$ cat src/rtl/fifo_pkg.sv
// -----------------------------------------------------------------------------
// fifo_pkg
// Shared constants for the asynchronous FIFO (write side, read side, memory).
//   DATASIZE : default data word width
//   ADDRSIZE : default RAM address width (depth = 2**ADDRSIZE)
//   PTRSIZE  : Gray/binary pointer width, one extra bit to tell full from empty
// -----------------------------------------------------------------------------
package fifo_pkg;

  localparam int DATASIZE = 32;
  localparam int ADDRSIZE = 6;
  localparam int PTRSIZE  = ADDRSIZE + 1;

endpackage : fifo_pkg

$ cat src/rtl/gray2bin.sv
// -----------------------------------------------------------------------------
// gray2bin
// Purely combinational Gray-to-binary converter, shared by both FIFO sides.
// Ports:
//   gray : Gray-coded input, WIDTH bits
//   bin  : binary equivalent, WIDTH bits
// -----------------------------------------------------------------------------
module gray2bin
  import fifo_pkg::*;
#(
  parameter int WIDTH = PTRSIZE
) (
  input  logic [WIDTH-1:0] gray,
  output logic [WIDTH-1:0] bin
);

  // Binary bit i is the XOR of every Gray bit at position i and above.
  always_comb begin
    bin = {WIDTH{1'b0}};
    for (int i = 0; i < WIDTH; i++) begin
      bin[i] = ^(gray >> i);
    end
  end

endmodule : gray2bin

$ cat src/rtl/fifo_rd_ctrl.sv
// -----------------------------------------------------------------------------
// fifo_rd_ctrl
// Read-side controller of an asynchronous FIFO, entirely in the rclk domain.
// Owns the read pointer, the empty / almost-empty / level flags and a single
// output register in front of the consumer (valid/ready handshake).
// Ports:
//   rclk, rrst_n   : read clock, asynchronous active-low reset
//   rq2_wptr       : write pointer (Gray), already synchronised into rclk
//   rdata          : combinational read data from fifomem
//   raddr, rclken  : RAM read address and read enable (fetch cycle)
//   rptr           : registered Gray read pointer for the write-side sync
//   rempty         : no unfetched word in the RAM
//   ralmost_empty  : rlevel <= AE_THRESH
//   rlevel         : unfetched RAM entries, 0 .. 2**ADDRSIZE
//   dout, dout_valid, dout_ready : output register and its handshake
//   rflush         : synchronous discard of all pending read-side data
// -----------------------------------------------------------------------------
module fifo_rd_ctrl
  import fifo_pkg::*;
#(
  parameter int DATASIZE  = fifo_pkg::DATASIZE,
  parameter int ADDRSIZE  = fifo_pkg::ADDRSIZE,
  parameter int AE_THRESH = 2
) (
  input  logic                rclk,
  input  logic                rrst_n,
  input  logic [ADDRSIZE:0]   rq2_wptr,
  input  logic [DATASIZE-1:0] rdata,
  output logic [ADDRSIZE-1:0] raddr,
  output logic                rclken,
  output logic [ADDRSIZE:0]   rptr,
  output logic                rempty,
  output logic                ralmost_empty,
  output logic [ADDRSIZE:0]   rlevel,
  output logic [DATASIZE-1:0] dout,
  output logic                dout_valid,
  input  logic                dout_ready,
  input  logic                rflush
);

  localparam int PW = ADDRSIZE + 1;
  localparam logic [PW-1:0] AE_LEVEL = PW'(AE_THRESH);

  logic [PW-1:0]       rbin_r;
  logic [PW-1:0]       rptr_r;
  logic                rempty_r;
  logic                ralmost_empty_r;
  logic [PW-1:0]       rlevel_r;
  logic [DATASIZE-1:0] dout_r;
  logic                dout_valid_r;

  logic [PW-1:0]       wbin_s;
  logic                fetch_s;
  logic [PW-1:0]       rbinnext_s;
  logic [PW-1:0]       rgraynext_s;
  logic [PW-1:0]       level_s;

  gray2bin #(
    .WIDTH (PW)
  ) u_wptr_g2b (
    .gray (rq2_wptr),
    .bin  (wbin_s)
  );

  // Fetch decision and next-pointer arithmetic. Only the registered empty flag
  // gates the fetch, so rq2_wptr never reaches rclken combinationally.
  always_comb begin
    fetch_s     = 1'b0;
    rbinnext_s  = rbin_r;
    rgraynext_s = rbin_r ^ (rbin_r >> 1);
    level_s     = {PW{1'b0}};

    fetch_s = !rempty_r && (!dout_valid_r || dout_ready) && !rflush;

    if (rflush) begin
      rbinnext_s = wbin_s;
    end else begin
      rbinnext_s = rbin_r + {{(PW-1){1'b0}}, fetch_s};
    end

    rgraynext_s = rbinnext_s ^ (rbinnext_s >> 1);
    // Modulo-2**PW subtraction; the extra MSB makes a wrapped writer still
    // yield the right distance (up to a full RAM).
    level_s     = wbin_s - rbinnext_s;
  end

  // Read pointer and flag registers.
  always_ff @(posedge rclk or negedge rrst_n) begin
    if (!rrst_n) begin
      rbin_r          <= {PW{1'b0}};
      rptr_r          <= {PW{1'b0}};
      rempty_r        <= 1'b1;
      ralmost_empty_r <= 1'b1;
      rlevel_r        <= {PW{1'b0}};
    end else begin
      rbin_r          <= rbinnext_s;
      rptr_r          <= rgraynext_s;
      rempty_r        <= (rgraynext_s == rq2_wptr);
      ralmost_empty_r <= (level_s <= AE_LEVEL);
      rlevel_r        <= level_s;
    end
  end

  // Output register: flush drops the word, a fetch loads the RAM word the
  // same cycle, otherwise the word leaves on a handshake or is held.
  always_ff @(posedge rclk or negedge rrst_n) begin
    if (!rrst_n) begin
      dout_r       <= {DATASIZE{1'b0}};
      dout_valid_r <= 1'b0;
    end else if (rflush) begin
      dout_r       <= dout_r;
      dout_valid_r <= 1'b0;
    end else if (fetch_s) begin
      dout_r       <= rdata;
      dout_valid_r <= 1'b1;
    end else begin
      dout_r       <= dout_r;
      dout_valid_r <= dout_valid_r && !dout_ready;
    end
  end

  // raddr comes straight from the registered pointer; it is 0 in reset.
  assign raddr         = rbin_r[ADDRSIZE-1:0];
  assign rclken        = fetch_s;
  assign rptr          = rptr_r;
  assign rempty        = rempty_r;
  assign ralmost_empty = ralmost_empty_r;
  assign rlevel        = rlevel_r;
  assign dout          = dout_r;
  assign dout_valid    = dout_valid_r;

endmodule : fifo_rd_ctrl

$ cat config.mk
export PLATFORM = sky130hd
export DESIGN_NAME = fifo_rd_ctrl
export DESIGN_NICKNAME = d
export VERILOG_FILES = /design/src/rtl/fifo_pkg.sv /design/src/rtl/gray2bin.sv /design/src/rtl/fifo_rd_ctrl.sv
export SDC_FILE = /design/constraint.sdc
export NUM_CORES = 1
export LEC_CHECK = 0
export ABC_AREA = 0
export ABC_CLOCK_PERIOD_IN_PS = 4500
export CAP_MARGIN = 25
export CORE_ASPECT_RATIO = 1.25
export CORE_UTILIZATION = 30
export DETAILED_ROUTE_END_ITERATION = 10
export PLACE_DENSITY_LB_ADDON = 0.25
export SLEW_MARGIN = 10
export SYNTH_ARGS = -nofsm -noshare
export SYNTH_HDL_FRONTEND = slang
export SYNTH_SLANG_ARGS = --single-unit
$ cat constraint.sdc
create_clock -name rclk -period 4.5 [get_ports rclk]
set_input_delay 0.9 -clock rclk [delete_from_list [all_inputs] [get_ports rclk]]
set_output_delay 0.9 -clock rclk [all_outputs]
set_load 0.05 [all_outputs]
Word level (Yosys, flattened, before mapping)
Cells that the tools add are included.

Bits in registers: 56. Bits in latches: 0. RAM bits: 0. Memory bits (read-only): 0. Input port bits: 43. Logic and storage cells: 32. Memories: 0.

Add/sub/neg operators: 2. $mul: 0. Div/mod/pow operators: 0. Order comparisons: 1. Eq/ne operators: 1. Shifts and indexed selects: 0. Mux-type cells: 3. Bitwise logic cells: 2. Reductions and logical operators: 16.

Operators by type and width (count): XOR reduction 7 bit (7); adder 7 x 1 -> 7 bit (1); == test 7 bit (1); <= comparator 7 x 2 -> 1 bit, second input constant (1); 2-to-1 mux 7 bit (1); subtractor 7 bit (1); XOR 7 x 6 -> 7 bit (1); zero test 1 bit (4); logical AND 1 bit (3); 2-to-1 mux 1 bit (2); AND reduction 2 bit (1); logical OR 1 bit (1); inverter 1 bit (1).

Logic depth before layout (Yosys ltp)
Gate-level depths: netlist (run 1).

Depth after elaboration: 8. Gate-level depth with buffers: 16. Depth with buffers taken out: 14.

Hierarchy
Synthesis (run 1) repeated with hierarchy kept, for this count alone.

Cells, all modules: 287. Area total of the unflattened synthesis: 2752.6 um^2.

By module, submodules not included: fifo_rd_ctrl (instances 1, cells an instance 276, area an instance 2632.5 um^2, sequential area each 1378.8 um^2); gray2bin (instances 1, cells an instance 11, area an instance 120.1 um^2, sequential area each 0.0 um^2).

Worst setup path after synthesis (run 1)
Ideal clock, no wire load.

Kind: in2reg. Start: input port rflush. End: register ralmost_empty_r, in the netlist ralmost_empty. Arrival: 4.804 ns. Required time: 4.411 ns. Setup slack: -0.393 ns. Stages on the path: 16. Path buffers: 3. Cell sequence: clkbuf_8 > or3_1 > clkbuf_1 > inv_1 > buf_1 > ha_1 > ha_1 > a21oi_1 > ha_1 > nor2b_1 > or3_1 > a211oi_1 > nor2_1 > a41oi_1 > o211ai_1 > nor4b_2.

Longest elaborated chain between the ends: 6.

Ends and longest elaborated chain: start: declaration (line fifo_rd_ctrl.sv:38) `input logic rflush`; zero test 1 bit (line fifo_rd_ctrl.sv:73) `fetch_s = !rempty_r && (!dout_valid_r || dout_ready) && !rflush;`; logical AND 1 bit (line fifo_rd_ctrl.sv:73); net rclken (line fifo_rd_ctrl.sv:30) `output logic rclken,`; adder 7 x 1 -> 7 bit (line fifo_rd_ctrl.sv:78) `rbinnext_s = rbin_r + {{(PW-1){1'b0}}, fetch_s};`; 2-to-1 mux 7 bit (line fifo_rd_ctrl.sv:75) `if (rflush) begin`; subtractor 7 bit (line fifo_rd_ctrl.sv:84) `level_s = wbin_s - rbinnext_s;`; net level_s[5] (line fifo_rd_ctrl.sv:56) `logic [PW-1:0] level_s;`; <= comparator 7 x 2 -> 1 bit (line fifo_rd_ctrl.sv:99) `ralmost_empty_r <= (level_s <= AE_LEVEL);`; end signal: assignment (line fifo_rd_ctrl.sv:99); end: declaration (line fifo_rd_ctrl.sv:47) `logic ralmost_empty_r;`.

The timed path passes the listed nets, and every way through them passes these cells. A chain may end at the register's enable or synchronous reset.

Worst setup path in the final report (run 1)
Start: input port rq2_wptr[5]. End: register ralmost_empty_r, in the netlist ralmost_empty.

Longest elaborated chain between the ends: 4. Elaborated cells on any way between the ends: 9. Those cells by class: add/sub: 1; order compare: 1; mux: 1; reduce/logical: 6.

Ends and longest elaborated chain: start: declaration (line fifo_rd_ctrl.sv:27) `input logic [ADDRSIZE:0] rq2_wptr,`; XOR reduction 7 bit (line gray2bin.sv:21) `bin[i] = ^(gray >> i);`; 2-to-1 mux 7 bit (line fifo_rd_ctrl.sv:75); subtractor 7 bit * (line fifo_rd_ctrl.sv:84); net level_s[5] (line fifo_rd_ctrl.sv:56); <= comparator 7 x 2 -> 1 bit * (line fifo_rd_ctrl.sv:99).

The timed path passes the listed nets; every way through them passes the cells marked *.

==> results of run 1 <==
## synth_stat cells (all sizes together), types with 2 or more instances
library cell    n
nand2         104
o2bb2ai         2
o21ai          10
and3            4
a21o            3
dfstp           2
nor2           11
or3             6
xnor2          14
or2             2
xnor3           2
mux2i           3
a211oi          3
mux2            2
dfrtp          53
buf             5
nor3            3
clkbuf          7
a21oi          10
xor2           14
ha              5
nor2b           5
inv             9
nand3           8
## final cells by class
type	count	area, µm²	share of cell area (%)
clock inverters	2	12.51	0.2878
inverters	9	33.78	0.7770
well taps	123	153.9	3.540
multi-input cells	223	1445	33.24
repair buffers	125	1195	27.48
clock buffers	6	128.9	2.964
flip-flops and latches	55	1379	31.71
## worst reg2reg max path: stages, from the launching register on
cell and delay [ns]:
dfrtp_1 0.37, nor2b_1 0.14, or3_1 0.32, inv_1 0.10, ha_1 0.22, ha_1 0.28
a21oi_2 0.17, ha_1 0.23, nor2b_2 0.16, or3_4 0.36, buf_6 0.15, a21oi_2 0.15
o21ai_2 0.09, a41oi_2 0.17, o211ai_1 0.17, nor4b_2 0.29
## sequential cells by signal (all words and copies together), names as in the netlist
register,cells
rlevel,7
rptr,6
dout_valid,1
rempty,1
rbin_r,7
ralmost_empty,1
dout,32
## worst max-delay path by stage
stage / cells after the start / start / endpoint / slack (ns)
6_report: 17 / rq2_wptr[5] / ralmost_empty / 0.18
3_5_place_dp: 15 / rq2_wptr[6] / ralmost_empty / -0.43
4_1_cts: 16 / rq2_wptr[6] / ralmost_empty / 0.001
3_3_place_gp: 15 / rq2_wptr[6] / ralmost_empty / -0.20
5_1_grt: 17 / rq2_wptr[5] / ralmost_empty / 0.01
2_1_floorplan: 16 / rflush / ralmost_empty / 0.12
## where the power goes
part | total, mW | leakage, nW | switching [mW] | internal, mW
Clock | 0.376 | 0.0669 | 0.170 | 0.206
Sequential | 0.674 | 0.664 | 0.0610 | 0.613
Combinational | 1.36 | 1.26 | 0.827 | 0.531
## routing by layer
layer | global-route usage, % | vias to the layer above | part of all wire (%)
met2 | 26.98 | 72 | 51
met4 | 6.221 | 0 | 1.3
met3 | 3.500 | 7 | 6.0
li1 | - | 1209 | -
met1 | 17.91 | 1187 | 41
met5 | 0 | - | 0
## cell families (layout without fill, tap and decap cells)
group	count (synthesis)	after routing	share of synthesized area, %
fa+ha+maj	6	6	2.941
buf+inv	21	142	4.100
flops	55	55	49.11
compound gates	36	36	8.556
simple gates	146	146	22.28
mux	5	5	1.872
xor+xnor	30	30	11.14
## timing repair
action / CTS / global route
buffers inserted: 0 / 5
gates resized for setup: 2 / 29
setup endpoints to repair: 1 / 2
pin swaps: 1 / 13
hold buffers: 0 / 0
cloned: 0 / 0
==> flow_summary.json, run 1 <==
{
  "status": "completed",
  "yosys_most_used_dff": "dfrtp_1",
  "fin_cells": 543,
  "core.rowCount": 39,
  "final_cell_mix": "103 x nand2_1, 95 x clkdlybuf4s50_1, 53 x dfrtp_1, 26 x buf_4",
  "fin_skew_ns": 0.002554,
  "die_width_um": 88.53,
  "synth_edf_count": 0,
  "drt_iter0_markers": 40,
  "drc": 0,
  "synth_area_leaders": "dfrtp_1 47%, nand2_1 14%, xor2_1 4.4%",
  "grt_pass1_wl_um": 11570,
  "nNetsFinal": 468,
  "dp.cells": 530,
  "num_io_pins": 99,
  "dr.pass1.iters": 4,
  "numPortBuffers": 98,
  "hpwl_um": 5560,
  "final_area_um2": 4348,
  "irDropWorstVdd_uv": 247.8,
  "min_path_cells": 2,
  "nFillCells": 880,
  "post_drt_wl_per_cell_um": 13.66,
  "gp_congestion": 1.012,
  "pre_cts_slack_ns": -0.4305,
  "finalMaxSlewViolations": 0,
  "numClockSinks": 55,
  "path_class": "input port to flop",
  "yosysWarnings": 0,
  "finalSetupTns_ns": 0,
  "path_clk_slew_ns": 0.07,
  "drive_gt1_share_pct": 16.90,
  "r2r-start": "dout_valid",
  "crit_path_top_delay_cell": "clkdlybuf4s50_1",
  "wl_um": 7415,
  "arrival_ns": 4.52,
  "worstPathRequired_ns": 4.71,
  "grt_max_degree": 36,
  "synth_top_area_share_pct": 47.24,
  "die_h_um": 110.2,
  "tritoncts": "built",
  "synthArstFlopShare_pct": 100.0,
  "syn-cell-area_um2": 2808,
  "dpl_cell_area_um2": 4031,
  "num_vias": 2475,
  "syn-mean-instance-area_um2": 9.390,
  "cts_buffer_depth": 2,
  "cts_made_buffers": 5,
  "power_mw": 2.409,
  "hp-class": "flop to flop",
  "crit_fanout": 3,
  "synth_nets": 348,
  "diodes": 0,
  "track_usage_pct": 15.36,
  "yosys.area.top_type": "dfrtp_1",
  "synth_seq_cells": 55,
  "end_kind": "flop",
  "yosysSeqAreaShare_pct": 49.11,
  "grt_pass1_vias": 2424,
  "timing.hold.ws_ns": 0.4726,
  "crit_buf_inv": 3,
  "final_common_cell": "nand2_1",
  "grt_overflow": 0,
  "ant_nets": 0,
  "path_cells": "clkdlybuf4s50_1 > xnor3_4 > xnor2_4 > xnor2_2 > xor2_2 > buf_4 > nor2_2 > a21oi_2 > ha_1 > nor2b_2 > or3_4 > buf_6 > a21oi_2 > o21ai_2 > a41oi_2 > o211ai_1 > nor4b_2",
  "synth_cells": 299,
  "yosys.cell_types.count": 44,
  "cpLargestDelayFamily": "XOR/XNOR gates",
  "fin_crit_sh_pct": 95.92,
  "period_needed_ns": 4.316,
  "ctsHtreeMaxLevel": 2,
  "worstHoldEndpoint": "dout[19]",
  "die-area_um2": 9752,
  "avgViaCountPerCell": 4.558,
  "setup-violations-final": 0,
  "cp_common_cell": "a21oi_2",
  "slew_headroom_pct": 47.51,
  "p_leak_nw": 1.992,
  "cts-root-buf": "clkbuf_16",
  "cpPeakStageDelay_ns": 0.50,
  "max_cap_viol_count": 0,
  "worst_slack_ns": 0.1838,
  "r2r_setup_slack_ns": 1.04,
  "coreArea_um2": 9125,
  "fin_util_pct": 47.65,
  "initial_core_util_pct": 30.77,
  "rsz0062_at_grt": "no",
  "grt_antenna_before_repair": 0,
  "max_freq_mhz": 231.7,
  "reg2reg_depth": 15,
  "power.density_nw_per_um2": 554.0,
  "startpoint_type": "input port",
  "timing.rr.end": "ralmost_empty",
  "insertion_delay_ns": 0.29,
  "hold_viol": 0,
  "area_growth_pct": 54.86,
  "min_from": "dout[19]",
  "tightest_slew_ns": 0.7873
}
Note: power is estimated with default switching activity, not from simulation.
==> inputs of run 2 (changes only) <==
- MAX_ROUTING_LAYER: unset -> met4
==> run 2 against run 1 <==
Register-to-register slack hardly changed. First-iteration DRC count fell by 2.5%. Via count decreased by 0.24%. Largest cell class unchanged.
==> flow_summary.json, run 2 (same netlist as run 1, synthesis figures left out) <==
{
  "status": "completed",
  "die_h_um": 110.2,
  "die-area_um2": 9752,
  "dr.pass1.iters": 4,
  "grt_antenna_before_repair": 0,
  "fin_cells": 543,
  "end_kind": "flop",
  "core.rowCount": 39,
  "diodes": 0,
  "startpoint_type": "input port",
  "die_width_um": 88.53,
  "insertion_delay_ns": 0.29,
  "path_class": "input port to flop",
  "finalMaxSlewViolations": 0,
  "track_usage_pct": 15.80,
  "arrival_ns": 4.52,
  "grt_pass1_wl_um": 11570,
  "final_cell_mix": "103 x nand2_1, 95 x clkdlybuf4s50_1, 53 x dfrtp_1, 26 x buf_4",
  "crit_fanout": 3,
  "hpwl_um": 5560,
  "wl_um": 7403,
  "ctsHtreeMaxLevel": 2,
  "cts_made_buffers": 5,
  "cts_buffer_depth": 2,
  "period_needed_ns": 4.316,
  "area_growth_pct": 54.86,
  "path_clk_slew_ns": 0.07,
  "drt_iter0_markers": 39,
  "setup-violations-final": 0,
  "timing.hold.ws_ns": 0.4726,
  "num_io_pins": 99,
  "dpl_cell_area_um2": 4031,
  "final_common_cell": "nand2_1",
  "irDropWorstVdd_uv": 247.7,
  "coreArea_um2": 9125,
  "gp_congestion": 1.032,
  "max_cap_viol_count": 0,
  "tightest_slew_ns": 0.7879,
  "numClockSinks": 55,
  "num_vias": 2469,
  "ant_nets": 0,
  "nNetsFinal": 468,
  "fin_skew_ns": 0.002586,
  "numPortBuffers": 98,
  "fin_crit_sh_pct": 95.90,
  "hp-class": "flop to flop",
  "hold_viol": 0,
  "dp.cells": 530,
  "initial_core_util_pct": 30.77,
  "worstPathRequired_ns": 4.71,
  "post_drt_wl_per_cell_um": 13.63,
  "slew_headroom_pct": 47.48,
  "rsz0062_at_grt": "no",
  "tritoncts": "built",
  "grt_max_degree": 36,
  "p_leak_nw": 1.992,
  "largest_reg_flops": 32,
  "avgViaCountPerCell": 4.547,
  "max_freq_mhz": 231.7,
  "cts-root-buf": "clkbuf_16",
  "drc": 0,
  "postCtsHoldBufs": 0,
  "power.density_nw_per_um2": 553.8,
  "grt_pass1_vias": 2424,
  "grt_overflow": 0,
  "drive_gt1_share_pct": 16.90,
  "final_area_um2": 4348
}
-- run 2: cell counts in the layout (fill, tap and decap cells not counted) --
No cell type changed its count.
-- run 2: final timing paths --
path / start / to / slack, ns / cells past startpoint
min in group asynchronous: rrst_n / dout[5] / 0.70 / 1
worst max register to register: dout_valid / ralmost_empty / 1.04 / 15
max in group asynchronous: rrst_n / dout[11] / 3.02 / 2
worst min-delay path: dout[19] / dout[19] / 0.47 / 2
worst max-delay path: rq2_wptr[5] / ralmost_empty / 0.18 / 17
worst min register to register: dout[19] / dout[19] / 0.47 / 2
-- run 2: area by class of cell --
class / count / area [µm²]
Clock inverter: 2 / 12.51
Tap cell: 123 / 153.9
Fill cell: 880 / 4777
Sequential cell: 55 / 1379
Clock buffer: 6 / 128.9
Inverter: 9 / 33.78
Multi-Input combinational cell: 223 / 1445
Timing Repair Buffer: 125 / 1195
-- run 2: power by group --
| group | switching, mW | internal, mW |
|---|---|---|
| combinational | 0.827 | 0.531 |
| sequential | 0.0610 | 0.613 |
| clock | 0.170 | 0.206 |
-- run 2: worst max-delay path: stages --
cell and delay (ns):
clkdlybuf4s50_1 0.50, xnor3_4 0.46, xnor2_4 0.18, xnor2_2 0.23, xor2_2 0.18, buf_4 0.14
nor2_2 0.03, a21oi_2 0.13, ha_1 0.23, nor2b_2 0.16, or3_4 0.36, buf_6 0.15
a21oi_2 0.15, o21ai_2 0.09, a41oi_2 0.17, o211ai_1 0.17, nor4b_2 0.29
-- run 2: timing repair --
item                                    4_1_cts  5_1_grt
gates resized for setup                       2       29
endpoints found under the setup margin        1        2
pin swaps                                     1       13
buffers inserted                              0        5
-- run 2: stage by stage --
| step | total power, mW | setup TNS [ns] | setup slack [ns] | util (%) |
|---|---|---|---|---|
| floorplan | 1.468 | 0 | 0.1156 | - |
| global placement | 1.925 | -0.2045 | -0.2045 | 44.18 |
| detailed placement | 1.930 | -0.8514 | -0.4305 | 44.18 |
| CTS | 2.321 | 0 | 0.001290 | 45.81 |
| global route | 2.541 | 0 | 0.01109 | 47.65 |
| finish | 2.408 | 0 | 0.1844 | 47.65 |
-- run 2: routing by layer --
metal	GRT usage [%]	share of wire [%]	vias to the layer above
li1	-	-	1209
met1	17.91	41	1181
met2	26.98	51	72
met3	3.500	6.0	7
met4	6.221	1.3	0
met5	-	0	-
==> inputs of run 3 (changes only) <==
- REMOVE_ABC_BUFFERS: unset -> 1
- SETUP_SLACK_MARGIN: unset -> 0.4
- SYNTH_HIERARCHICAL: unset -> 1
==> run 3 against run 2 <==
Die area shrank 1.9%. Register-to-register slack better by 0.20 ns. Core utilization down 1.7 points. Count of clock-buffer cells in the layout fell by 1. Sequential share of layout area grew 2.4 points. Via count down 9.1%. Hold slack got worse by 0.053 ns. Final cell count fell by 5.7%. Sequential power up 2%. Clock skew grew 0.0054 ns. Sequential cell count is the same. Synthesized area is 2.0% lower.
==> flow_summary.json, run 3 <==
{
  "grt_max_degree": 49,
  "crit_path_top_delay_cell": "xor3_2",
  "tritoncts": "built",
  "crit_fanout": 4,
  "p_leak_nw": 1.831,
  "final_area_um2": 4044,
  "cts_made_buffers": 5,
  "end_kind": "flop",
  "yosys_most_used_dff": "dfrtp_1",
  "hpwl_um": 4748,
  "finalMaxSlewViolations": 0,
  "irDropWorstVdd_uv": 300.8,
  "sequentialPowerShare_pct": 29.3,
  "fin_util_pct": 45.97,
  "fin_cells": 512,
  "drive_gt1_share_pct": 9.439,
  "dpl_cell_area_um2": 3905,
  "yosys.cell_types.count": 50,
  "synthArstFlopShare_pct": 100.0,
  "final_cell_mix": "101 x nand2_1, 96 x clkdlybuf4s50_1, 53 x dfrtp_1, 17 x xnor2_1",
  "core.rowCount": 38,
  "avgViaCountPerCell": 4.383,
  "synth_commonest_cells": "101 x nand2_1, 53 x dfrtp_1, 17 x xnor2_1, 13 x inv_1, 13 x nor2_1",
  "arrival_ns": 4.15,
  "path_class": "input port to flop",
  "numClockSinks": 55,
  "cts-root-buf": "clkbuf_8",
  "seqCellArea_um2": 1379,
  "combPwrFrac_pct": 57.0,
  "ctsHtreeMaxLevel": 2,
  "yosysMostFrequentCell": "nand2_1",
  "period_needed_ns": 3.926,
  "gp_congestion": 0.8326,
  "largest_reg_flops": 32,
  "worstPathRequired_ns": 4.72,
  "yosys.area.top_type": "dfrtp_1",
  "synth_seq_cells": 55,
  "grtUsageMet1_pct": 17.56,
  "drc": 0,
  "nFillCells": 861,
  "syn-cell-area_um2": 2753,
  "fin_crit_sh_pct": 87.25,
  "synth_cells": 287,
  "fin_skew_ns": 0.008028,
  "ant_nets": 0,
  "cp_common_cell": "inv_1",
  "startpoint_type": "input port",
  "max_cap_viol_count": 0,
  "grt_overflow": 0,
  "grt_antenna_before_repair": 0,
  "synth_area_leaders": "dfrtp_1 48%, nand2_1 14%, xnor2_1 5.4%",
  "r2r_setup_slack_ns": 1.24,
  "dr.pass1.iters": 4,
  "insertion_delay_ns": 0.31,
  "dp.cells": 503,
  "final_common_cell": "nand2_1",
  "cts_buffer_depth": 2,
  "synth_top_area_share_pct": 48.18,
  "nNetsFinal": 441,
  "area_growth_pct": 46.91,
  "grt_pass1_vias": 2132,
  "track_usage_pct": 13.97,
  "diodes": 0,
  "cpPeakStageDelay_ns": 0.53,
  "status": "completed",
  "coreArea_um2": 8796,
  "max_freq_mhz": 254.7,
  "internal_power_mw": 1.275,
  "hp-class": "input port to asynchronous set/reset pin",
  "yosysSeqAreaShare_pct": 50.09,
  "postCtsHoldBufs": 0,
  "slew_headroom_pct": 58.71,
  "busiest_layer": "met2",
  "grt_util_met2_pct": 22.66,
  "die-area_um2": 9565,
  "synth_edf_count": 0,
  "grtUsageMet3_pct": 3.179,
  "initial_core_util_pct": 31.29,
  "path_clk_slew_ns": 0.09,
  "multiInputGateArea_um2": 1295,
  "post_drt_wl_per_cell_um": 12.28,
  "cpLargestDelayFamily": "XOR/XNOR gates",
  "crit_buf_inv": 3,
  "finalSetupTns_ns": 0,
  "power_mw": 2.348,
  "p_sw_share_pct": 45.70,
  "wl_um": 6287,
  "rsz0062_at_grt": "no",
  "die_h_um": 109.1,
  "grt_pass1_wl_um": 10080,
  "yosysWarnings": 6,
  "tightest_slew_ns": 0.6194,
  "setup-violations-final": 0,
  "die_width_um": 87.68,
  "syn-mean-instance-area_um2": 9.591,
  "numPortBuffers": 98,
  "p_switching_mw": 1.073,
  "path_cells": "clkdlybuf4s50_1 > xor3_2 > xnor2_4 > xnor2_1 > mux2i_1 > inv_1 > ha_1 > inv_1 > fa_2 > a21oi_2 > a211oi_2 > o221ai_2 > o311a_2 > nor4_2",
  "power.density_nw_per_um2": 580.6,
  "p_clk_share_pct": 13.6,
  "hold_viol": 0,
  "num_vias": 2244,
  "drt_iter0_markers": 29,
  "num_io_pins": 99
}
==> run 3: cell types whose count changed in the layout (fill, tap and decap cells not counted), moves of 3 or more <==
cell       previous run  this run
inv_1                 9        13
xnor2_1              12        17
clkbuf_16             5         0
and3_1                4         1
or3_2                 3         0
nor2_1                9        13
a21oi_1               7         3
nand3_1               8         4
buf_4                26        10
clkbuf_8              0         5
o21ai_2               3         0
==> run 3: kinds of logic (layout without fill, tap and decap cells) <==
logic type,Yosys count,count (layout),share of synthesized area (%)
buffers and inverters,24,129,3.500
xor gates and xnor gates,32,32,11.73
DFF,55,55,50.09
adders and majority gates,6,6,3.000
AOI/OAI and AO/OA,24,24,6.546
and+or+nand+nor,139,139,22.09
muxes,7,7,3.045
==> run 3: through the flow <==
stage	worst slack [ns]	hold slack (ns)
2_1_floorplan	-0.4486	0.6044
3_3_place_gp	0.2184	0.4563
3_5_place_dp	0.1197	0.4614
4_1_cts	0.4382	0.4107
5_1_grt	0.3956	0.4077
6_report	0.5736	0.4197
==> run 3: per-layer routing <==
metal	wire length (µm)	vias up
met5	0	-
met4	79	0
met3	436	7
met2	2904	89
met1	2867	1016
li1	-	1132
==> run 3: what timing repair did <==
item	CTS	global route
gates resized for setup	0	5
endpoints found under the setup margin	0	2
endpoints found under the hold margin	0	0
buffers inserted	0	2
==> run 3: power by group through the flow <==
stage,sequential [mW],clock (mW),combinational [mW]
2_1_floorplan,1.13,0,0.454
3_3_place_gp,0.698,0,1.31
3_5_place_dp,0.701,0,1.32
4_1_cts,0.692,0.336,1.33
5_1_grt,0.704,0.353,1.43
6_report,0.689,0.320,1.34
==> run 3: worst reg2reg max path, cell delays in order (launching register included) <==
cell and delay [ns]:
dfrtp_1 0.38, nor2b_1 0.14, or3_1 0.32, inv_1 0.13, ha_1 0.21, ha_1 0.25
mux2i_1 0.31, fa_2 0.34, a21oi_2 0.06, a211oi_2 0.21, o221ai_2 0.16, o311a_2 0.44
nor4_2 0.24
==> run 3: worst paths after layout <==
| path | to | start | cells past startpoint |
|---|---|---|---|
| min in group rclk | dout[5] | dout[5] | 2 |
| hold / removal | dout[17] | rrst_n | 1 |
| hold reg to reg | dout[5] | dout[5] | 2 |
| max in group asynchronous | dout_valid | rrst_n | 2 |
| setup reg to reg | ralmost_empty | dout_valid | 12 |
| setup / recovery | ralmost_empty | rq2_wptr[6] | 14 |
==> run 3: final cells by class <==
cell class              instances  share of cell area, %
repair buffers                108                  26.24
multi-input cells             208                  32.02
well taps                     120                  3.713
clock inverters                 2                 0.9282
flip-flops and latches         55                  34.10
clock buffers                   5                  1.702
inverters                      14                  1.300
